## src/rtl/voice_mix_scheduler.sv

```systemverilog
// Shares one sine-table ROM port among three tone voices per frame pulse,
// advancing each voice's phase and emitting one saturated 16-bit mixed sample.
module voice_mix_scheduler #(
   parameter int unsigned PHASE_BITS = 22,
   parameter int unsigned ADDR_BITS  = 10,
   parameter int unsigned TIMEOUT    = 15
) (
   input  logic                  clk,
   input  logic                  reset,
   input  logic                  sampling_pulse,
   input  logic [2:0]            voice_active,
   input  logic [PHASE_BITS-1:0] step0,
   input  logic [PHASE_BITS-1:0] step1,
   input  logic [PHASE_BITS-1:0] step2,
   output logic                  rom_req,
   output logic [ADDR_BITS-1:0]  rom_addr,
   input  logic [15:0]           rom_data,
   input  logic                  rom_valid,
   output logic [15:0]           sample,
   output logic                  sample_ready,
   output logic                  busy,
   output logic                  overrun,
   output logic                  rom_error
);

   localparam int unsigned NUM_VOICES = 3;
   localparam int unsigned IDX_W      = 2;
   localparam int unsigned SAMPLE_W   = 16;
   localparam int unsigned SUM_W      = 18;
   localparam int unsigned TMO_W      = $clog2(TIMEOUT + 1);

   typedef enum logic [2:0] {
      S_IDLE,
      S_SELECT,
      S_REQ,
      S_WAIT,
      S_OUTPUT
   } state_t;

   state_t                       state, state_nxt;
   logic [NUM_VOICES-1:0]        mask, mask_nxt;
   logic [IDX_W-1:0]             idx, idx_nxt;
   logic [TMO_W-1:0]             tmo_cnt, tmo_nxt;
   logic signed [SUM_W-1:0]      sum, sum_nxt;
   logic [PHASE_BITS-1:0]        phase     [NUM_VOICES];
   logic [PHASE_BITS-1:0]        phase_nxt [NUM_VOICES];

   logic                         rom_req_nxt;
   logic [ADDR_BITS-1:0]         rom_addr_nxt;
   logic [SAMPLE_W-1:0]          sample_nxt;
   logic                         sample_ready_nxt;
   logic                         busy_nxt;
   logic                         overrun_nxt;
   logic                         rom_error_nxt;

   logic                         sel_found;
   logic [IDX_W-1:0]             sel_idx;
   logic [PHASE_BITS-1:0]        cur_step;
   logic signed [SUM_W-1:0]      sum_half;
   logic [SAMPLE_W-1:0]          sample_sat;
   logic                         wait_done;

   // Lowest enabled voice at or above the current index
   always_comb begin
      sel_found = 1'b0;
      sel_idx   = '0;
      for (int i = int'(NUM_VOICES) - 1; i >= 0; i--) begin
         if (mask[i] && (IDX_W'(i) >= idx)) begin
            sel_found = 1'b1;
            sel_idx   = IDX_W'(i);
         end
      end
   end

   always_comb begin
      case (idx)
         2'd0:    cur_step = step0;
         2'd1:    cur_step = step1;
         default: cur_step = step2;
      endcase
   end

   // Halve the frame sum and clamp to the 16-bit sample range
   always_comb begin
      sum_half = sum >>> 1;
      if ((&sum_half[SUM_W-1:SAMPLE_W-1]) || !(|sum_half[SUM_W-1:SAMPLE_W-1]))
         sample_sat = sum_half[SAMPLE_W-1:0];
      else if (sum_half[SUM_W-1])
         sample_sat = 16'h8000;
      else
         sample_sat = 16'h7FFF;
   end

   assign wait_done = rom_valid || (tmo_cnt == TMO_W'(TIMEOUT - 1));

   always_comb begin
      state_nxt        = state;
      mask_nxt         = mask;
      idx_nxt          = idx;
      tmo_nxt          = tmo_cnt;
      sum_nxt          = sum;
      phase_nxt        = phase;
      rom_req_nxt      = 1'b0;
      rom_addr_nxt     = rom_addr;
      sample_nxt       = sample;
      sample_ready_nxt = 1'b0;
      busy_nxt         = busy;
      overrun_nxt      = overrun;
      rom_error_nxt    = rom_error;

      if (sampling_pulse && (state != S_IDLE))
         overrun_nxt = 1'b1;

      case (state)
         S_IDLE: begin
            if (sampling_pulse) begin
               mask_nxt  = voice_active;
               sum_nxt   = '0;
               idx_nxt   = '0;
               busy_nxt  = 1'b1;
               state_nxt = S_SELECT;
               // Disabled voices restart from phase 0 when re-enabled
               for (int i = 0; i < int'(NUM_VOICES); i++) begin
                  if (!voice_active[i])
                     phase_nxt[i] = '0;
               end
            end
         end

         S_SELECT: begin
            if (sel_found) begin
               idx_nxt      = sel_idx;
               rom_req_nxt  = 1'b1;
               rom_addr_nxt = phase[sel_idx][PHASE_BITS-1 -: ADDR_BITS];
               tmo_nxt      = '0;
               state_nxt    = S_REQ;
            end else begin
               state_nxt = S_OUTPUT;
            end
         end

         S_REQ: begin
            state_nxt = S_WAIT;
         end

         S_WAIT: begin
            if (wait_done) begin
               // A timed-out read contributes nothing but still advances the phase
               if (rom_valid)
                  sum_nxt = sum + SUM_W'($signed(rom_data));
               else
                  rom_error_nxt = 1'b1;
               phase_nxt[idx] = phase[idx] + cur_step;
               idx_nxt        = idx + IDX_W'(1);
               state_nxt      = S_SELECT;
            end else begin
               tmo_nxt = tmo_cnt + TMO_W'(1);
            end
         end

         S_OUTPUT: begin
            sample_nxt       = sample_sat;
            sample_ready_nxt = 1'b1;
            busy_nxt         = 1'b0;
            state_nxt        = S_IDLE;
         end

         default: begin
            state_nxt = S_IDLE;
         end
      endcase
   end

   always_ff @(posedge clk or posedge reset) begin
      if (reset) begin
         state        <= S_IDLE;
         mask         <= '0;
         idx          <= '0;
         tmo_cnt      <= '0;
         sum          <= '0;
         for (int i = 0; i < int'(NUM_VOICES); i++)
            phase[i] <= '0;
         rom_req      <= 1'b0;
         rom_addr     <= '0;
         sample       <= '0;
         sample_ready <= 1'b0;
         busy         <= 1'b0;
         overrun      <= 1'b0;
         rom_error    <= 1'b0;
      end else begin
         state        <= state_nxt;
         mask         <= mask_nxt;
         idx          <= idx_nxt;
         tmo_cnt      <= tmo_nxt;
         sum          <= sum_nxt;
         phase        <= phase_nxt;
         rom_req      <= rom_req_nxt;
         rom_addr     <= rom_addr_nxt;
         sample       <= sample_nxt;
         sample_ready <= sample_ready_nxt;
         busy         <= busy_nxt;
         overrun      <= overrun_nxt;
         rom_error    <= rom_error_nxt;
      end
   end

endmodule

```

## config.mk

```make
export PLATFORM = sky130hd
export DESIGN_NAME = voice_mix_scheduler
export DESIGN_NICKNAME = d
export VERILOG_FILES = /design/src/rtl/voice_mix_scheduler.sv
export SDC_FILE = /design/constraint.sdc
export NUM_CORES = 1
export LEC_CHECK = 0
export CAP_MARGIN = 20
export CORE_MARGIN = 5
export CORE_UTILIZATION = 53
export CTS_BUF_LIST = sky130_fd_sc_hd__clkbuf_8 sky130_fd_sc_hd__clkbuf_16
export DETAILED_ROUTE_END_ITERATION = 10
export GPL_TIMING_DRIVEN = 0
export PLACE_DENSITY = 0.83
export SLEW_MARGIN = 30
export SYNTH_ARGS = -nofsm -noshare
export SYNTH_HDL_FRONTEND = slang
export SYNTH_SLANG_ARGS = --single-unit
```

## constraint.sdc

```tcl
create_clock -name clk -period 4.7 [get_ports clk]
set_input_delay 0.47 -clock clk [delete_from_list [all_inputs] [get_ports clk]]
set_output_delay 0.47 -clock clk [all_outputs]
set_load 0.1 [all_outputs]
```

==> summary.txt, run 1 <==
STA
  – Slew Viols, Final: 0
  – Worst Tran Pin Value: 1.02 ns
  – Worst hold margin: 0.462 ns
  – Unrepaired setup endpoints after global routing: no
  – Minimum clock period: 4.39 ns
  – Setup violators final: 0
  – Fin crit share: 93.4%
  – Hold Violations, Final: 0
  – Worst rel slew slack: 31.6%
  – Setup Skew: 0.00603 ns
  – Peak Freq: 0.228 GHz

Global routing
  – Largest net degree at the start of global routing: 71
  – Initial antenna violation count: 0
  – Congestion Overflow GR: 0
  – Total GRT Usage: 24.7%
  – Vias in the first global route: 7194
  – First-pass GRT wire length: 35300 µm

Drt
  – Antenna Nets Post-Route: 0
  – Vias per Instance: 6.00
  – Vias: 7271
  – Drt total wl: 21700 µm
  – Residual DRC: 0
  – Drt wl/cell: 17.9 µm
  – Drt first pass iters: 5
  – DRT iter0 DRCs: 646

Clock tree
  – CTS Buf Count: 17
  – Clk Latency, worst-skew pair: 0.43 ns
  – Setup bufs post-CTS: 0
  – Worst-path clk slew: 0.06 ns
  – Number of buffers on the longest clock path: 2
  – Clk sinks: 127
  – CTS H-tree lvls: 4
  – CTS Hold Buffers Added: 0
  – Post-CTS sizing: 3
  – CTS tree: done
  – Clock root buffer: clkbuf_16

Min path
  – Hold path depth: 1
  – Hold endpoint: overrun
  – Beginning of the worst hold path: overrun
  – Hold Crit Class: reg -> reg

Cells and area
  – Final core utilization: 68.4%
  – # fillers: 1140
  – Share of cells above drive strength 1: 6.13%
  – Multi-input logic area: 4400 µm²
  – Most frequent cells in the layout: nand2_1 (146), dfrtp_1 (127), clkdlybuf4s50_1 (118)
  – N_diodes: 0
  – Register area: 3180 µm²
  – Commonest non-fill, non-tap cell in the layout: nand2_1
  – Area grow syn2layout: 26.8%
  – Nets: 1151

Synthesis
  – Yosys reg bits: 127
  – Yosys top cell area share: 40.7%
  – Main synth FF type: dfrtp_1
  – Post-Syn Area: 7810 µm²
  – Sequential area share after synthesis: 40.7%
  – Syn Nets: 1013
  – Mapped Cells: 876
  – Post-synth EDFFs: 0
  – Netlist cell types: 56
  – FFs w/ async S/R, synth: 100%
  – Synth area leader: dfrtp_1
  – Yosys warns: 0
  – Top cells by area, synth: dfrtp_1 (41%), ha_1 (7.4%), nand2_1 (7.0%)
  – Post-Syn Area per Cell: 8.92 µm²

Worst setup path
  – Reg2Reg Setup Slack: 0.31 ns
  – RR Startpoint: idx[1]
  – Data required, critical path: 5.01 ns
  – Crit path cell chain: clkbuf_2 -> inv_1 -> ha_1 -> clkbuf_1 -> nor2_1 -> clkbuf_2 -> a22oi_1 -> nand2_1 -> ha_1 -> o21ai_0 -> nor2_1 -> o311ai_2 -> a21oi_1 -> o211ai_1 -> a21oi_1 -> or3_1 -> a32o_1
  – Crit-path max FO: 10
  – Critical path data arrival time: 4.70 ns
  – FF-to-FF path depth: 17
  – Crit Path Category: reg -> reg
  – Crit start category: flop
  – Critical path's slowest cell: or3_1
  – Crit path capture type: flop
  – Reg-to-Reg End: phase[19]
  – Crit-path max cell delay: 0.43 ns

Placement
  – IO Port Bufs: 119
  – Routability cong.: 0.879
  – Hpwl dp: 15700 µm

Outcome
  – Outcome: finished, final reports clean

Die
  – Die area: 17300 µm²
  – Die Wd: 131 µm
  – Die H: 131 µm
  – FP Rows: 44
  – Area of the core: 14500 µm²
  – Starting Density: 53.9%
  – Top Ports: 120

Power and ir drop
  – Peak supply drop: 0.433 mV
  – Leakage: 4.49 nW
  – Power per Cell Area: 800 nW/µm²

Job
  – Max cap viols: 0
==> worst max-delay path by stage <==
| stage | slack [ns] | from | to | depth (start not counted) |
|---|---|---|---|---|
| after CTS | 0.04 | idx[1] | phase[19] | 17 |
| after global placement | -0.86 | reset | mask[0] | 2 |
| final | 0.31 | idx[1] | phase[19] | 17 |
| after detailed placement | -0.25 | idx[0] | phase[40] | 19 |
| after global routing | 0.02 | idx[0] | phase[62] | 18 |
| after floorplan | 0.84 | idx[0] | phase[40] | 18 |
==> layer usage <==
| layer | vias up | track usage [%] | wire [µm] | part of all wire [%] |
|---|---|---|---|---|
| met5 | - | 0 | 0 | 0 |
| met2 | 310 | 41.8 | 10400 | 48 |
| met1 | 3471 | 31.2 | 9260 | 43 |
| met3 | 49 | 5.62 | 1540 | 7.1 |
| met4 | 0 | 8.63 | 468 | 2.2 |
| li1 | 3441 | - | - | - |
==> per-stage QoR <==
stage	setup slack (ns)	cell area (µm²)	power (mW)	setup TNS, ns	instances
after global routing	0.0209	9900	8.42	0	1211
after CTS	0.0364	9900	7.87	0	1212
after global placement	-0.864	9230	6.30	-110.25	1179
final	0.311	9900	7.92	0	1211
after detailed placement	-0.249	9270	6.44	-1.61	1180
after floorplan	0.836	7810	5.30	0	876
==> where the power goes <==
part | switching (mW) | internal [mW]
logic | 3.08 | 1.62
registers | 0.303 | 1.53
clock network | 0.491 | 0.899
total | 3.87 | 4.05
==> critical path: cells and delay by family, from the launching register on <==
family	cells	cell delay [ns]
adders and majority gates	2	0.49
buffers and inverters	4	0.99
and+or+nand+nor	4	0.78
AOI/OAI and AO/OA	7	1.57
DFF	1	0.42
==> state kept, by name, indices dropped and copies added (netlist names), 2 cells and up <==
name      cells
idx           2
mask          3
phase        66
rom_addr     10
sample       16
state         3
sum          18
tmo_cnt       4
==> cells by family (layout without fill, tap and decap cells) <==
group,count (synthesis),in the layout,synth area share [%]
xor+xnor,31,31,3.48
fa+ha+maj,48,48,7.88
buf+inv,64,215,3.17
compound gates,303,303,25.7
mux,37,37,4.79
simple gates,266,266,14.3
flops,127,127,40.7
==> synthesized netlist by cell type, drive strengths merged (3+ instances only) <==
master   count
o31ai        3
mux2         3
nor3         7
mux2i       34
o21ai       78
xor2        14
a32o         3
a31oi        4
a21oi       77
nand3        7
buf         14
xnor2       17
and2         6
dfrtp      127
or3          3
nor2b        3
o21a         9
nand2b      10
a22oi       21
clkbuf      34
o211ai      14
nor4         3
ha          46
a211oi       9
nand2      146
nor2        69
inv         16
o2111ai      4
nand4        4
o21bai       4
a21o        15
a22o        48
==> cell type report <==
class	instances	area share, %
clock buffers	22	4.99
inverters	16	0.682
flip-flops and latches	127	32.1
repair buffers	120	12.3
multi-input cells	685	44.4
plain buffers	47	1.93
well taps	184	2.32
clock inverters	10	1.34
No activity file was read; power rests on OpenSTA's default activity.
==> inputs of run 2 (changes only) <==
- CTS_CLUSTER_DIAMETER: unset -> 30
==> results of run 2 <==
Final layout, timing and power as in run 1 (identical DEF).
